### config.mk
export PLATFORM = sky130hd
export DESIGN_NAME = seven_seg_rx
export DESIGN_NICKNAME = d
export VERILOG_FILES = /design/src/rtl/seven_seg_rx.sv
export SDC_FILE = /design/constraint.sdc
export NUM_CORES = 1
export LEC_CHECK = 0
export ABC_AREA = 1
export ABC_CLOCK_PERIOD_IN_PS = 2200
export BUFFER_PORTS_ARGS = -buffer_cell sky130_fd_sc_hd__buf_4
export CAP_MARGIN = 25
export CORE_ASPECT_RATIO = 0.75
export CORE_MARGIN = 10
export CORE_UTILIZATION = 30
export CTS_BUF_LIST = sky130_fd_sc_hd__clkbuf_8
export CTS_CLUSTER_DIAMETER = 200
export DETAILED_ROUTE_END_ITERATION = 8
export PLACE_DENSITY = 0.56
export SLEW_MARGIN = 25
export SYNTH_ARGS = -nofsm -noshare
export SYNTH_HDL_FRONTEND = slang
export SYNTH_SLANG_ARGS = --single-unit
### constraint.sdc
create_clock -name CLK -period 2.2 [get_ports CLK]
set_clock_uncertainty 0.15 [all_clocks]
set_input_delay 0.33 -clock CLK [delete_from_list [all_inputs] [get_ports CLK]]
set_output_delay 0.33 -clock CLK [all_outputs]
set_load 0.05 [all_outputs]
### src/rtl/seven_seg_rx.sv
// seven_seg_rx: receiver for the multiplexed two-digit 7-segment display bus.
// Synchronises and glitch-filters seg_in, decodes every accepted digit and
// pairs MSB/LSB digits into one byte per completed frame. A watchdog flags a
// silent link and drops any half-received frame.
module seven_seg_rx #(
    parameter int unsigned SYNC_STAGES    = 2,
    parameter int unsigned STABLE_CYCLES  = 8,
    parameter int unsigned TIMEOUT_CYCLES = 4096
) (
    input  logic       CLK,
    input  logic       RST,
    input  logic [7:0] seg_in,
    output logic [7:0] dout,
    output logic       dout_valid,
    output logic       dout_err,
    output logic       link_lost
);

    localparam int unsigned CNT_W = $clog2(STABLE_CYCLES + 1);
    localparam int unsigned TO_W  = $clog2(TIMEOUT_CYCLES + 1);
    localparam logic [CNT_W-1:0] STABLE_MAX = CNT_W'(STABLE_CYCLES);
    localparam logic [TO_W-1:0]  TO_MAX     = TO_W'(TIMEOUT_CYCLES);

    typedef enum logic [1:0] {
        IDLE    = 2'd0,
        GOT_LSB = 2'd1,
        GOT_MSB = 2'd2
    } state_t;

    // Active-high segment pattern -> {error, nibble}; unknown patterns give nibble 0.
    function automatic logic [4:0] decode_seg(input logic [6:0] seg);
        logic [4:0] r;
        case (seg)
            7'h3F:   r = 5'h00;
            7'h06:   r = 5'h01;
            7'h5B:   r = 5'h02;
            7'h4F:   r = 5'h03;
            7'h66:   r = 5'h04;
            7'h6D:   r = 5'h05;
            7'h7D:   r = 5'h06;
            7'h07:   r = 5'h07;
            7'h7F:   r = 5'h08;
            7'h6F:   r = 5'h09;
            7'h77:   r = 5'h0A;
            7'h7C:   r = 5'h0B;
            7'h39:   r = 5'h0C;
            7'h5E:   r = 5'h0D;
            7'h79:   r = 5'h0E;
            7'h71:   r = 5'h0F;
            default: r = 5'h10;
        endcase
        return r;
    endfunction

    logic [SYNC_STAGES-1:0][7:0] sync_q, sync_d;
    logic [7:0]       s;
    logic [7:0]       s_prev_q, s_prev_d;
    logic [CNT_W-1:0] stable_cnt_q, stable_cnt_d;
    logic             accept_q, accept_d;
    logic [7:0]       acc_val_q, acc_val_d;
    state_t           state_q, state_d;
    logic [3:0]       lsb_q, lsb_d;
    logic             lsb_err_q, lsb_err_d;
    logic [3:0]       msb_q, msb_d;
    logic             msb_err_q, msb_err_d;
    logic [TO_W-1:0]  to_cnt_q, to_cnt_d;
    logic             link_lost_q, link_lost_d;
    logic [7:0]       dout_q, dout_d;
    logic             dout_valid_q, dout_valid_d;
    logic             dout_err_q, dout_err_d;
    logic [4:0]       dec;

    assign s = sync_q[SYNC_STAGES-1];

    // Synchroniser shift and stability filter: one accept per stable period.
    always_comb begin
        sync_d       = {sync_q[SYNC_STAGES-2:0], seg_in};
        s_prev_d     = s;
        stable_cnt_d = stable_cnt_q;
        if (s != s_prev_q) begin
            stable_cnt_d = '0;
        end else if (stable_cnt_q != STABLE_MAX) begin
            stable_cnt_d = stable_cnt_q + CNT_W'(1);
        end
        accept_d  = (stable_cnt_d == STABLE_MAX) && (stable_cnt_q != STABLE_MAX);
        acc_val_d = accept_d ? s : acc_val_q;
    end

    // Digit pairing FSM and link watchdog; an accept beats a coincident timeout.
    always_comb begin
        state_d      = state_q;
        lsb_d        = lsb_q;
        lsb_err_d    = lsb_err_q;
        msb_d        = msb_q;
        msb_err_d    = msb_err_q;
        to_cnt_d     = to_cnt_q;
        link_lost_d  = link_lost_q;
        dout_d       = dout_q;
        dout_err_d   = dout_err_q;
        dout_valid_d = 1'b0;
        dec          = decode_seg(~acc_val_q[6:0]);

        if (accept_q) begin
            to_cnt_d    = '0;
            link_lost_d = 1'b0;
            if (acc_val_q[7]) begin
                lsb_d     = dec[3:0];
                lsb_err_d = dec[4];
                if (state_q == GOT_MSB) begin
                    dout_d       = {msb_q, dec[3:0]};
                    dout_err_d   = msb_err_q | dec[4];
                    dout_valid_d = 1'b1;
                    state_d      = IDLE;
                end else begin
                    state_d = GOT_LSB;
                end
            end else begin
                msb_d     = dec[3:0];
                msb_err_d = dec[4];
                if (state_q == GOT_LSB) begin
                    dout_d       = {dec[3:0], lsb_q};
                    dout_err_d   = lsb_err_q | dec[4];
                    dout_valid_d = 1'b1;
                    state_d      = IDLE;
                end else begin
                    state_d = GOT_MSB;
                end
            end
        end else begin
            if (to_cnt_q != TO_MAX) begin
                to_cnt_d = to_cnt_q + TO_W'(1);
            end
            if (to_cnt_d == TO_MAX) begin
                link_lost_d = 1'b1;
                state_d     = IDLE;
            end
        end
    end

    // State register with synchronous reset.
    always_ff @(posedge CLK) begin
        if (RST) begin
            sync_q       <= '0;
            s_prev_q     <= '0;
            stable_cnt_q <= '0;
            accept_q     <= 1'b0;
            acc_val_q    <= '0;
            state_q      <= IDLE;
            lsb_q        <= '0;
            lsb_err_q    <= 1'b0;
            msb_q        <= '0;
            msb_err_q    <= 1'b0;
            to_cnt_q     <= '0;
            link_lost_q  <= 1'b1;
            dout_q       <= '0;
            dout_valid_q <= 1'b0;
            dout_err_q   <= 1'b0;
        end else begin
            sync_q       <= sync_d;
            s_prev_q     <= s_prev_d;
            stable_cnt_q <= stable_cnt_d;
            accept_q     <= accept_d;
            acc_val_q    <= acc_val_d;
            state_q      <= state_d;
            lsb_q        <= lsb_d;
            lsb_err_q    <= lsb_err_d;
            msb_q        <= msb_d;
            msb_err_q    <= msb_err_d;
            to_cnt_q     <= to_cnt_d;
            link_lost_q  <= link_lost_d;
            dout_q       <= dout_d;
            dout_valid_q <= dout_valid_d;
            dout_err_q   <= dout_err_d;
        end
    end

    assign dout       = dout_q;
    assign dout_valid = dout_valid_q;
    assign dout_err   = dout_err_q;
    assign link_lost  = link_lost_q;

endmodule

==> impl_summary.md <==
Worst setup path
The largest fanout on the critical path is 5. The worst setup path is of the register to register kind. The critical path launch point type is a register.

The worst endpoint data arrival time is ~1.9 ns. The critical path data required time is 2.28 ns. The endpoint kind of the worst setup timing path is a register. In this run the register-to-register setup slack is around 0.40 ns.

GRT
Global routing used under 10% of the available tracks across all layers. The number of global-route vias before repair is about 2,600. Entering global routing, the biggest net connects 28 pins. The first global-routing pass estimated 11,700 µm of wire.

The number of antenna violations at the first check in global routing is 0. The total overflow left after global routing is 0.

Route
The number of vias per cell is between 4 and 5. The number of DRC markers after the initial detailed-route iteration is between 100 and 150. For this run, the detailed router's first-pass iteration total came to 4. In the routed design, unresolved DRC markers number 0. Summing over every cut layer, the via total after detailed routing is between 2,000 and 3,000. The post-route antenna net violation count is 0.

Dividing the detail-routed wire length by the instance count gives 10.5 µm. The final layout contains routed wiring with a total length of between 6000 and 7000 µm.

Pwr
The worst-case IR drop observed on VDD is about 0.37 mV. Dividing total power by cell area gives a power density of around 650 nW/µm². The power consumption is ~2.5 mW.

Summed over all cells, the static leakage comes to 1.73 nW.

Layout
Of the cells placed in the final design, the portion with a size suffix greater than 1 is between 15 and 20%. The count of inserted antenna diode cells is 0. The area taken by flip-flops and latches is approximately 1500 µm². The share of the core filled with cells is a little over a third. The multi-input combinational cells in the finished layout cover a total of between 1500 and 2000 µm². The number of fill cells in the layout is approximately 1,200. The net total in the final layout is between 500 and 600. The synthesis-to-finish area growth is 15.0%.

Logic synthesis
For this run, the number of Yosys warnings is 0. sky130_fd_sc_hd__dfxtp_1 takes more of the synthesized area than any other cell. The cell count after synthesis came out at around 470. The cell area after technology mapping is roughly 3400 µm². The net count after synthesis is between 400 and 500. The fraction of registers with async set or reset after synthesis is 0%.

Summing the sequential cell areas from Yosys gives between 40% and 50% of the chip area. Counting flops and latches in the post-synthesis netlist gives 73. In the synthesized netlist, the cells that appear most often are 89 x sky130_fd_sc_hd__nand2_1, 75 x sky130_fd_sc_hd__inv_1, 73 x sky130_fd_sc_hd__dfxtp_1. Sorting the synthesized cells by area gives the leading types as sky130_fd_sc_hd__dfxtp_1 44%, sky130_fd_sc_hd__nand2_1 10%, sky130_fd_sc_hd__inv_1 8.4%. sky130_fd_sc_hd__nand2_1 is the most common cell in the netlist. The fraction of post-synthesis cell area in the top cell type by area is a little over two fifths. After synthesis, the netlist uses 37 different library cells. In this run, synthesis inferred 0 flip-flops with an integrated enable. The prevailing post-synth register cell is sky130_fd_sc_hd__dfxtp_1.

The mean cell area of the mapped netlist is between 7 and 8 µm².

Timing
After routing, the total negative slack on setup checks comes to 0 ns. The transition at the pin with the smallest max-transition slack is between 0.4 and 0.5 ns. The minimum clock period is about 1.8 ns. The hold violation count in the final report came to 0. The final period utilization is between 80% and 90%.

Setup violations remaining at the end of the flow were counted as 0. For this run, the top clock speed supported by timing is 554 MHz. The number of pins with negative max-slew slack in the final report is 0. Setup repair after global routing left no endpoint under its margin. The relative slew slack is 66.8%.

Floorplan
The height of the die is 112 µm. The overall die area is ~16,000 µm². The horizontal die dimension is approximately 140 µm. In this run the standard cell core region covers roughly 11,000 µm². Row generation in the floorplan step produced 33 rows.

For this configuration, the core starts out at a cell density of a little over 30%. 21 I/O pins were placed.

Clocking
After clock tree synthesis, the clock-pin slew on the worst setup and hold paths is approximately 0.070 ns. TritonCTS built the clock tree. The worst-skew pair later-pin latency is about 0.34 ns. After clock tree synthesis, the flow added hold-fix buffers numbering 0. The longest clock path from root to sink contains 2 buffers. The H-tree was split into 3 levels. The number of clock buffers inserted by TritonCTS is 9. The number of setup buffers added after CTS is 0.

The tree built by TritonCTS fans out to 73 sinks. The number of cells upsized or downsized after cts is 0. The cell at the root of the clock tree is sky130_fd_sc_hd__clkbuf_8.

Run status
The run finished with clean final reports.

Place
The HPWL after detailed placement is 5020 µm. At the end of routability-driven placement, the weighted congestion stood at ~0.82. The port buffer count is 20.

Hold path
The path class of the lowest-slack min-delay path is input port to register.

Job
The max-capacitance violation count is 0.
[cell usage in the layout (no fill, tap or decap), types with 4 or more instances in the layout]
cell type,synthesis,layout
sky130_fd_sc_hd__dfxtp_1,73,73
sky130_fd_sc_hd__nor2_1,63,63
sky130_fd_sc_hd__inv_2,10,10
sky130_fd_sc_hd__nand2_2,6,6
sky130_fd_sc_hd__nand3_1,25,25
sky130_fd_sc_hd__inv_1,75,76
sky130_fd_sc_hd__buf_4,0,23
sky130_fd_sc_hd__nand2_1,89,89
sky130_fd_sc_hd__a21oi_1,28,28
sky130_fd_sc_hd__xor2_1,6,6
sky130_fd_sc_hd__o21ai_1,10,10
sky130_fd_sc_hd__nand3_2,6,6
sky130_fd_sc_hd__a21oi_2,12,12
sky130_fd_sc_hd__ha_1,4,4
sky130_fd_sc_hd__nand4_1,6,6
sky130_fd_sc_hd__o21ai_0,16,16
sky130_fd_sc_hd__nor2_2,7,7
sky130_fd_sc_hd__clkbuf_8,0,11
[cells by family after synthesis]
group / after synthesis / share of synthesized area, %
and+or+nand+nor: 217 / 29.9
buffers and inverters: 96 / 11.0
DFF: 73 / 43.6
AOI/OAI and AO/OA: 69 / 11.8
xor gates and xnor gates: 7 / 1.83
adders and majority gates: 4 / 1.49
muxes: 1 / 0.299
[path summary, 6_finish.rpt]
path / depth (start not counted) / end / start
setup / recovery: 10 / state_q[1] / to_cnt_q[0]
hold / removal: 3 / sync_d[11] / seg_in[3]
setup reg to reg: 10 / state_q[1] / to_cnt_q[0]
hold reg to reg: 2 / s[7] / sync_d[15]
[registers in the layout (all words and copies together), names as in the netlist, 2 cells and up]
name / count
lsb_q: 4
msb_q: 4
stable_cnt_q: 4
s_prev_q: 8
state_q: 2
dout: 8
to_cnt_q: 13
sync_d: 8
acc_val_q: 8
s: 8
[layout make-up]
type | count | share of cell area, %
Clock inverter | 4 | 1.14
Tap cell | 140 | 4.54
Timing Repair Buffer | 23 | 4.48
Inverter | 88 | 8.60
Sequential cell | 73 | 37.9
Clock buffer | 11 | 3.93
Multi-Input combinational cell | 298 | 39.4
[metrics by stage]
| stage | instances | area, µm² | setup WS (ns) | hold WS (ns) |
|---|---|---|---|---|
| after floorplan | 467 | 3350 | 0.571 | 0.238 |
| after global placement | 622 | 3660 | 0.491 | 0.240 |
| after detailed placement | 622 | 3660 | 0.384 | 0.243 |
| after CTS | 637 | 3860 | 0.381 | 0.0141 |
| after global routing | 637 | 3860 | 0.214 | 0.0295 |
| final | 637 | 3860 | 0.396 | 0.0347 |
[metal layers]
metal  GRT usage [%]  wire length (µm)  vias up
li1                -                 -     1508
met1            12.2              3630     1205
met2            12.0              2560       48
met3            3.40               397        9
met4            2.99                79        0
met5               0                 0        -
[worst max-delay path: stages, from the launching register on]
cell,delay (ns)
sky130_fd_sc_hd__dfxtp_1,0.39
sky130_fd_sc_hd__ha_1,0.23
sky130_fd_sc_hd__nand2_2,0.12
sky130_fd_sc_hd__nor2_4,0.14
sky130_fd_sc_hd__nand3_1,0.09
sky130_fd_sc_hd__nand2_1,0.11
sky130_fd_sc_hd__nand3_1,0.08
sky130_fd_sc_hd__nor2_1,0.13
sky130_fd_sc_hd__nand3_2,0.11
sky130_fd_sc_hd__nand3_1,0.08
sky130_fd_sc_hd__a21oi_1,0.06
[where the power goes]
part           leakage [nW]  internal (mW)  switching [mW]  total, mW
Sequential            0.593           1.35          0.0132       1.36
Combinational          1.03         0.0402          0.0657      0.106
Clock                 0.106          0.572           0.463       1.03
(Power assumes the default switching activity.)
